$ cat config.mk
export PLATFORM = sky130hd
export DESIGN_NAME = debounce_bank
export DESIGN_NICKNAME = d
export VERILOG_FILES = /design/src/rtl/debounce_pkg.sv /design/src/rtl/debounce_channel.sv /design/src/rtl/debounce_bank.sv
export SDC_FILE = /design/constraint.sdc
export NUM_CORES = 1
export LEC_CHECK = 0
export CAP_MARGIN = 20
export CORE_UTILIZATION = 60
export CTS_BUF_LIST = sky130_fd_sc_hd__clkbuf_4 sky130_fd_sc_hd__clkbuf_8 sky130_fd_sc_hd__clkbuf_16
export CTS_CLUSTER_DIAMETER = 50
export DETAILED_ROUTE_END_ITERATION = 10
export GPL_ROUTABILITY_DRIVEN = 0
export GPL_TIMING_DRIVEN = 1
export PLACE_DENSITY = 0.79
export SYNTH_ARGS = -nofsm -noshare
export SYNTH_HDL_FRONTEND = slang
export SYNTH_SLANG_ARGS = --single-unit
$ cat constraint.sdc
create_clock -name clock -period 4.3 [get_ports clock]
set_input_delay 0.86 -clock clock [delete_from_list [all_inputs] [get_ports clock]]
set_output_delay 0.86 -clock clock [all_outputs]
set_load 0.05 [all_outputs]
$ cat src/rtl/debounce_pkg.sv
// Shared definitions for the button debouncer bank: FSM encoding and default widths.
package debounce_pkg;

  localparam logic [1:0] STABLE_LO = 2'd0;
  localparam logic [1:0] WAIT_HI   = 2'd1;
  localparam logic [1:0] STABLE_HI = 2'd2;
  localparam logic [1:0] WAIT_LO   = 2'd3;

  localparam int DEF_CNT_W = 12;

endpackage

$ cat src/rtl/debounce_channel.sv
// One debounced button: 2-flop synchroniser, edge-confirm FSM with countdown, registered pulses.
module debounce_channel
  import debounce_pkg::*;
#(
  parameter int CNT_W      = DEF_CNT_W,
  parameter int COUNT      = 4095,
  parameter int LONG_COUNT = 0
) (
  input  logic clock,
  input  logic reset,
  input  logic raw,
  output logic level,
  output logic press,
  output logic release_pulse,
  output logic long_press,
  output logic press_nxt
);

  localparam logic [CNT_W-1:0] CNT_LD  = CNT_W'(COUNT);
  localparam logic [CNT_W-1:0] LONG_LD = CNT_W'(LONG_COUNT);
  localparam logic [CNT_W-1:0] ONE     = CNT_W'(1);

  logic [1:0]       sync;
  logic [1:0]       state, state_n;
  logic [CNT_W-1:0] cnt, cnt_n;
  logic             lvl_n, rel_n, lp_n;
  logic             s;

  assign s = sync[1];

  always_comb begin
    state_n   = state;
    cnt_n     = cnt;
    lvl_n     = level;
    press_nxt = 1'b0;
    rel_n     = 1'b0;
    lp_n      = 1'b0;
    case (state)
      STABLE_LO: if (s) begin
        state_n = WAIT_HI;
        cnt_n   = CNT_LD;
      end
      WAIT_HI: begin
        if (!s) state_n = STABLE_LO;
        else if (cnt == ONE) begin
          state_n   = STABLE_HI;
          lvl_n     = 1'b1;
          press_nxt = 1'b1;
          cnt_n     = LONG_LD;
        end else cnt_n = cnt - ONE;
      end
      STABLE_HI: begin
        if (!s) begin
          state_n = WAIT_LO;
          cnt_n   = CNT_LD;
        end else if (LONG_COUNT != 0 && cnt == ONE) begin
          lp_n  = 1'b1;
          cnt_n = '0;
        end else if (cnt != '0) cnt_n = cnt - ONE;
      end
      WAIT_LO: begin
        // Bounce back high: counter parked at 0 so long_press cannot re-arm this hold.
        if (s) begin
          state_n = STABLE_HI;
          cnt_n   = '0;
        end else if (cnt == ONE) begin
          state_n = STABLE_LO;
          lvl_n   = 1'b0;
          rel_n   = 1'b1;
        end else cnt_n = cnt - ONE;
      end
      default: state_n = STABLE_LO;
    endcase
  end

  always_ff @(posedge clock or negedge reset) begin
    if (!reset) begin
      sync          <= '0;
      state         <= STABLE_LO;
      cnt           <= '0;
      level         <= 1'b0;
      press         <= 1'b0;
      release_pulse <= 1'b0;
      long_press    <= 1'b0;
    end else begin
      sync          <= {sync[0], raw};
      state         <= state_n;
      cnt           <= cnt_n;
      level         <= lvl_n;
      press         <= press_nxt;
      release_pulse <= rel_n;
      long_press    <= lp_n;
    end
  end

endmodule

$ cat src/rtl/debounce_bank.sv
// Bank of independent button debouncers plus a registered any-press summary.
module debounce_bank
  import debounce_pkg::*;
#(
  parameter int CHANNELS   = 4,
  parameter int CNT_W      = DEF_CNT_W,
  parameter int COUNT      = 4095,
  parameter int LONG_COUNT = 0
) (
  input  logic                clock,
  input  logic                reset,
  input  logic [CHANNELS-1:0] raw,
  output logic [CHANNELS-1:0] level,
  output logic [CHANNELS-1:0] press,
  // "release" is a reserved word, hence the suffix.
  output logic [CHANNELS-1:0] release_pulse,
  output logic [CHANNELS-1:0] long_press,
  output logic                any_press
);

  logic [CHANNELS-1:0] press_nxt;

  for (genvar i = 0; i < CHANNELS; i++) begin : g_ch
    debounce_channel #(
      .CNT_W     (CNT_W),
      .COUNT     (COUNT),
      .LONG_COUNT(LONG_COUNT)
    ) u_ch (
      .clock        (clock),
      .reset        (reset),
      .raw          (raw[i]),
      .level        (level[i]),
      .press        (press[i]),
      .release_pulse(release_pulse[i]),
      .long_press   (long_press[i]),
      .press_nxt    (press_nxt[i])
    );
  end

  always_ff @(posedge clock or negedge reset) begin
    if (!reset) any_press <= 1'b0;
    else        any_press <= |press_nxt;
  end

endmodule
# Word level (Yosys, flattened, before mapping)
# Index checks and enable logic that the tools add are counted.
[totals]
word_cells = 210
in_bits = 6
register_bits = 77
output_inout_bits = 17
[classes]
n_addsub = 4
n_reduce_logical = 25
eq_ne = 56
n_mux = 100
[ops]
columns = ["op", "count"]
rows = [
  ["12-bit 2-to-1 mux", 28],
  ["12-bit case mux with 4 select lines", 4],
  ["12-bit by 1-bit == test with 1-bit output (second input constant)", 4],
  ["2-bit 2-to-1 mux", 24],
  ["12-bit nonzero test", 4],
  ["12-bit by 1-bit subtractor with 12-bit output (second input constant)", 4],
  ["1-bit 2-to-1 mux", 36],
  ["2-bit by 1-bit != test with 1-bit output (second input constant)", 16],
  ["2-bit case mux with 4 select lines", 4],
  ["4-bit AND reduction", 8],
  ["3-bit != test (second input constant)", 8],
  ["5-bit AND reduction", 4],
  ["2-bit == test (second input constant)", 8],
  ["2-bit != test (second input constant)", 8],
  ["3-bit by 1-bit != test with 1-bit output (second input constant)", 4],
  ["3-bit by 2-bit != test with 1-bit output (second input constant)", 4],
  ["2-bit by 1-bit == test with 1-bit output (second input constant)", 4],
  ["2-bit logical NOT", 4],
  ["1-bit case mux with 2 select lines", 4],
  ["2-bit nonzero test", 4],
  ["4-bit OR reduction", 1],
]

# Depth between registers and ports, before layout
[depth]
ltp_word = 5
depth_mapped = 8
ltp_nobuf = 7

# By module
# Synthesis repeated with hierarchy kept, for this count alone.
[unflattened]
cells_unflattened = 488
hier_area_um2 = 4555.6
[by_module_without_submodules]
columns = ["mod", "area_each_um2", "cells_each", "n_inst"]
rows = [
  ["debounce_channel at g_ch[0].u_ch ...", 1108.6, 119, 3],
  ["debounce_channel at g_ch[3].u_ch", 1197.4, 129, 1],
  ["debounce_bank", 32.5, 2, 1],
]

# Least setup slack after synthesis
# No wires, ideal clock.
[synth_timing]
path_type = "register -> register"
startpoint = "reg g_ch[3].u_ch.cnt[0]"
endpoint = "reg g_ch[3].u_ch.cnt[5]"
path_buffers = 1
setup_time_ns = 0.080
stages_incl_launch_ff = 9
arrival_ns = 1.923
required_ns = 4.220
setup_slack_ns = 2.297
cell_sequence = "dfrtp_1 > inv_1 > ha_1 > nor4b_1 > a31oi_1 > a211oi_4 > buf_6 > a21oi_1 > nor3_2"
[synth_via]
elab_chain_len = 4
[synth_rtl]
columns = ["item", "line_no", "rtl"]
rows = [
  ["start: declaration", "debounce_channel.sv:25", "logic [CNT_W-1:0] cnt, cnt_n;"],
  ["start signal: assignment", "debounce_channel.sv:88", "cnt <= cnt_n;"],
  ["12-bit by 1-bit subtractor with 12-bit output or 12-bit by 1-bit == test with 1-bit output (tied branches)", "--", ""],
  ["12-bit 2-to-1 mux (on tied branches)", "debounce_channel.sv:66, debounce_channel.sv:45, debounce_channel.sv:59", ""],
  ["12-bit 2-to-1 mux (on tied branches)", "debounce_channel.sv:63, debounce_channel.sv:44, debounce_channel.sv:53", ""],
  ["12-bit case mux with 4 select lines", "debounce_channel.sv:38", "case (state)"],
]
# Parallel ways exist; a longest one is shown, timed or not. The select of a mux whose other input is x is not followed.
# A chain may end at the register's enable or synchronous reset.

# Worst setup path in the final report
[layout_timing]
startpoint = "reg g_ch[3].u_ch.cnt[0]"
endpoint = "reg g_ch[3].u_ch.cnt[7]"
# The elaborated chain is that of the path after synthesis.

==> flow_summary.ini <==
[status]
outcome = finished, final reports clean

[power_and_ir_drop]
p_int_uw = 1240
ir_worst_vdd_uv = 219
leakage_uw = 0.00196
p_sw_share_pct = 28.2
p_seq_share_pct = 51.0
power_frac_comb_pct = 12.9
p_per_area_nw_per_um2 = 347
power_switching_uw = 488
clkPwrFrac_pct = 36.1

[sta]
hold_viol_final = 0
slew_violations = 0
relSlewSlack_pct = 36.7
tns_ns = 0
max_clock_freq_ghz = 0.381
setup_violations = 0
worst_pin_slew_ns = 0.949
rsz0062_at_grt = no
fin_skew_ns = 0.00841
fin_crit_ns = 2.63
min_period_over_period_pct = 61.1

[detailed_routing]
final_antenna_net_count = 0
first_iter_violations = 143
routed_wl_um = 9250
drcViolationCount = 0
routed-via-count = 3805
firstDrtPassIters = 5
viasPerCell = 6.31
wl_per_cell_um = 15.3

[setup_path]
cp.required_ns = 4.57
cp-end-kind = register
cp.arrival_ns = 2.90
crit_type = reg2reg
cp-start-kind = register
crit_fanout = 19

[synthesis]
yosys_warnings = 0
synthTopCellsByArea = dfrtp_1, a21oi_1, nor2_1, ha_1, o21ai_0
yosysUniqueCellTypes = 66
synth_edf_count = 0
syn_inst = 505
synth_top_area_share_pct = 41.2
yosysTopAreaCell = dfrtp_1
seq_area_frac_synth_pct = 41.2
synth-main-ff-cell = dfrtp_1
yosys_register_bits = 77
syn_area_per_cell_um2 = 9.26
synthesis.area_um2 = 4670
async_flop_share_pct = 100

[clock_tree]
clock_sinks = 77
numCtsBuffers = 9
cts_resized = 0
postCtsSetupBuffers = 0
cts_hold_buf = 0
cts_tree = built
cts.htree.levels = 3
cts.path.max_buffers = 2
path_clk_slew_ns = 0.07
cts_root_buf = clkbuf_8
clk_latency_ns = 0.34

[global_route]
overflow = 0
grt_use_total_pct = 24.2
grt_max_degree = 78
grt_pass1_wl_um = 16200
antenna_found_initial = 0
grt_pass1_vias = 3592

[placed_design]
hpwl_um = 6280
portBuffers = 18
dp.cells = 587

[die]
io_pins = 23
start_util_pct = 63.1
die_w_um = 90.3
dieArea_um2 = 8150
die_y_um = 90.3
core_area_um2 = 7410
num_rows = 31

[finish]
layout_common_cells = dfrtp_1, nor2_1, a21oi_1
antennaDiodeCount = 0
layout_commonest_cell = dfrtp_1
layout.cells.non_filler = 603
syn_to_final_growth_pct = 6.77
drive_above_1_share_pct = 9.52
nets = 517

[worst_hold_path]
hold_path_class = reg2reg

[job]
maxCapViolCount = 0
-- cell usage after synthesis (all sizes together) (4+ instances only) --
library cell,instances
dfrtp,77
nor2,47
a21oi,39
o21ai,31
nand2,28
buf,25
nor3,25
inv,19
o22a,17
clkbuf,14
ha,12
nor4,12
a31oi,11
and2,11
nand3,10
o221a,9
or3,9
a22o,8
nand4,7
a41oi,6
and3,6
and4,6
nor2b,6
o21a,6
or4,5
xnor2,5
a211oi,4
a2bb2oi,4
nor3b,4
-- power groups by stage --
stage	combinational, uW	clock (uW)	sequential, uW
floorplan	194	0	863
global placement	216	0	890
detailed placement	223	0	893
CTS	225	643	880
global route	251	667	896
finish	223	624	883
-- cell type report --
cell class              count  area (um2)
clock buffers              11         151
clock inverters             5        82.6
fillers                   566        2420
inverters                  19        71.3
multi-input cells         373        2450
flip-flops and latches     77        1930
well taps                  99         124
repair buffers             19         185
-- stage by stage --
stage | total power, uW | cell area, um2 | hold slack (ns) | worst slack, ns | utilization [%]
after global placement | 1110 | 4760 | 0.331 | 1.85 | 64.2
after CTS | 1750 | 4990 | 0.353 | 1.70 | 67.4
after global routing | 1810 | 4990 | 0.364 | 1.44 | 67.4
after detailed placement | 1120 | 4760 | 0.336 | 1.73 | 64.2
final | 1730 | 4990 | 0.349 | 1.67 | 67.4
after floorplan | 1060 | 4690 | 0.331 | 2.30 | -
-- per-layer routing --
metal	vias up	wire length [um]	GRT usage [%]
met2	121	4480	40.7
li1	1858	-	-
met1	1815	4230	31.6
met4	0	108	8.33
met5	-	0	0
met3	11	428	4.12
-- sequential cells by signal, indices dropped and copies added, names as in the netlist, named ones only --
name                     flops
g_ch.u_ch.level              4
g_ch.u_ch.press              4
g_ch.u_ch.cnt               48
any_press                    1
g_ch.u_ch.sync               8
g_ch.u_ch.release_pulse      4
g_ch.u_ch.state              4
-- critical path, cell delays in order (launching register included) --
cell,delay [ns]
dfrtp_1,0.46
inv_1,0.15
ha_1,0.15
nor4b_1,0.45
a31oi_1,0.22
a211oi_4,0.69
o21ai_0,0.27
a21oi_2,0.17
-- cell families (layout without fill, tap and decap cells) --
logic type / after synthesis / count (layout) / share of synthesized area [%]
adders and majority gates: 13 / 13 / 3.43
AOI/OAI and AO/OA: 160 / 160 / 24.3
DFF: 77 / 77 / 41.2
other: 1 / 4 / 0.0802
muxes: 1 / 1 / 0.294
xor gates and xnor gates: 5 / 5 / 0.937
buffers and inverters: 58 / 54 / 6.61
and+or+nand+nor: 190 / 190 / 23.1
-- final timing paths --
check                      depth (start not counted)                 start  slack (ns)                          to
min reg2reg                                        0  g_ch[0].u_ch.sync[0]        0.35        g_ch[0].u_ch.sync[1]
max                                                7   g_ch[3].u_ch.cnt[0]        1.67         g_ch[3].u_ch.cnt[7]
min                                                0  g_ch[0].u_ch.sync[0]        0.35        g_ch[0].u_ch.sync[1]
min in group asynchronous                          1                 reset        0.62  asynchronous set/reset pin
max reg2reg                                        7   g_ch[3].u_ch.cnt[0]        1.67         g_ch[3].u_ch.cnt[7]
max in group asynchronous                          1                 reset        3.04         g_ch[1].u_ch.cnt[3]
Note: power is estimated with default switching activity, not from simulation.
==> RTL change (same settings) <==
The package constant `DEF_CNT_W` goes from 12 to 24.
--- a/src/rtl/debounce_pkg.sv
+++ b/src/rtl/debounce_pkg.sv
@@ -6,7 +6,7 @@
   localparam logic [1:0] STABLE_HI = 2'd2;
   localparam logic [1:0] WAIT_LO   = 2'd3;
 
-  localparam int DEF_CNT_W = 12;
+  localparam int DEF_CNT_W = 24;
 
 endpackage
 
Function: no difference found for any inputs over 10 cycles, from zero or initial values and one cycle with reset low; that may be too few to reach the edited logic, so the function may still have changed.
==> RTL change against the unedited design <==
Sequential cell count increased by 48; critical endpoint is now g_ch[0].u_ch.cnt[17]$_DFFE_PN0P_; clock skew decreased by 0.0028 ns; wire length increased by 120%; largest cell class unchanged; via count increased by 100%; final area increased by 75%; setup slack got worse by 0.68 ns; total power increased by 76%; synthesized area increased by 72%.
==> RTL change: results <==
set metrics [dict create \
    status "finished clean" \
    vias 7640 \
    antenna_found_initial 0 \
    reg.largest.list "g_ch.u_ch.cnt: 96 flops, g_ch.u_ch.sync: 8 flops" \
    hold_start "g_ch[1].u_ch.sync[0]$_DFF_PN0_" \
    r2r_slack_ns 1.0 \
    drive_gt1_frac 0.07036 \
    n_antenna_cell 0 \
    drtIter0Drc 974 \
    grt_pass1_vias 7009 \
    synth-xor-area-share 0.007608 \
    synth_area_leaders "dfrtp_1 (39%), o21ai_0 (5.0%), a21oi_1 (4.9%), nor2_1 (4.1%), nand2_1 (3.3%)" \
    largest_register_ffs 96 \
    pwr_density_cell_mw_per_mm2 350.3 \
    cp_slowest_stage_delay_ns 0.82 \
    ys_seq_area_frac 0.3881 \
    muxShareOfSynthArea 0.002639 \
    cts_resized 0 \
    period_share 0.7675 \
    grt_pass1_wl_um 33550 \
    h-tree-depth 4 \
    critical-path-slowest-cell "o21ai_2" \
    cts_made_buffers 17 \
    p_leak_uw 0.003459 \
    pre_cts_ws_ns 1.132 \
    cts.clk_slew.worst_paths_ns 0.06 \
    crit_arrival_ns 3.62 \
    tightest_slew_ns 1.053 \
    ff2ff_path_depth 6 \
    yosysWarnings 0 \
    vdd_drop_max_mv 0.3476 \
    synth_compound_area_frac 0.2692 \
    grt_max_degree 67 \
    skew_ns 0.005613 \
    fin_hold_ws_ns 0.3496 \
    p_seq_uw 1320 \
    wire_per_inst_um 17.93 \
    ctsHoldBuffers 0 \
    yosys-top-cells-count "dfrtp_1 (125), nor2_1 (87), o21ai_0 (81), a21oi_1 (79), nand2_1 (70)" \
    insertion_delay_ns 0.43 \
    place_hpwl_um 12970 \
    p_sw_uw 846.5 \
    reg2reg_from "g_ch[0].u_ch.cnt[16]$_DFFE_PN0P_" \
    cp_max_fo 26 \
    comb-power_uw 277 \
    numPortBuffers 18 \
    r2r-end "g_ch[0].u_ch.cnt[17]$_DFFE_PN0P_" \
    postCtsSetupBuffers 0 \
    grt_usage 0.2964 \
    fin_nets 939 \
    min_to "g_ch[1].u_ch.sync[1]$_DFF_PN0_" \
    synth.distinct_cells 83 \
    hp-class "reg -> reg" \
    startpoint "g_ch[0].u_ch.cnt[16]$_DFFE_PN0P_" \
    post_synth_fa_ha_maj_area_fraction 0.02981 \
    ys_async_sr_fraction 1.000 \
    cts_root_buffer "clkbuf_16" \
]
RTL change: changes by cell type after synthesis, moves of 33 or more:
cell,delta
dfrtp_1,+48
o21ai_0,+53
nand2_1,+42
a21oi_1,+41
clkbuf_1,+33
nor2_1,+40
RTL change: per-layer routing:
metal	GRT usage	up-vias	part of all wire
met5	0	-	0
met2	0.4699	377	0.48
met3	0.06347	48	0.071
li1	-	3544	-
met1	0.3930	3671	0.44
met4	0.1234	0	0.018
RTL change: area by class of cell:
class	instances	area (um^2)
inverters	27	101.3
repair buffers	24	235.2
fillers	1009	4164
clock buffers	18	432.9
clock inverters	14	155.1
well taps	172	215.2
flip-flops and latches	125	3128
multi-input cells	730	4444
RTL change: kinds of logic (layout without fill, tap and decap cells):
logic type / count (synthesis) / after routing
AO/OA/AOI/OAI: 321 / 321
other: 1 / 4
flip-flops: 125 / 125
multiplexers: 2 / 2
adder cells (fa/ha/maj): 22 / 22
buffers and inverters: 107 / 83
AND/OR/NAND/NOR: 374 / 374
XOR/XNOR: 7 / 7
RTL change: through the flow:
| stage | cell area, um^2 | cells |
|---|---|---|
| floorplan | 8070 | 962 |
| global placement | 8124 | 1078 |
| detailed placement | 8124 | 1078 |
| CTS | 8712 | 1110 |
| global route | 8712 | 1110 |
| finish | 8712 | 1110 |
RTL change: worst max path at each step:
stage	to	depth (start not counted)
after floorplan	g_ch[3].u_ch.cnt[15]$_DFFE_PN0P_	11
after global placement	g_ch[0].u_ch.cnt[17]$_DFFE_PN0P_	8
after detailed placement	g_ch[0].u_ch.cnt[17]$_DFFE_PN0P_	6
after CTS	g_ch[0].u_ch.cnt[17]$_DFFE_PN0P_	8
after global routing	g_ch[0].u_ch.cnt[17]$_DFFE_PN0P_	6
final	g_ch[0].u_ch.cnt[17]$_DFFE_PN0P_	6
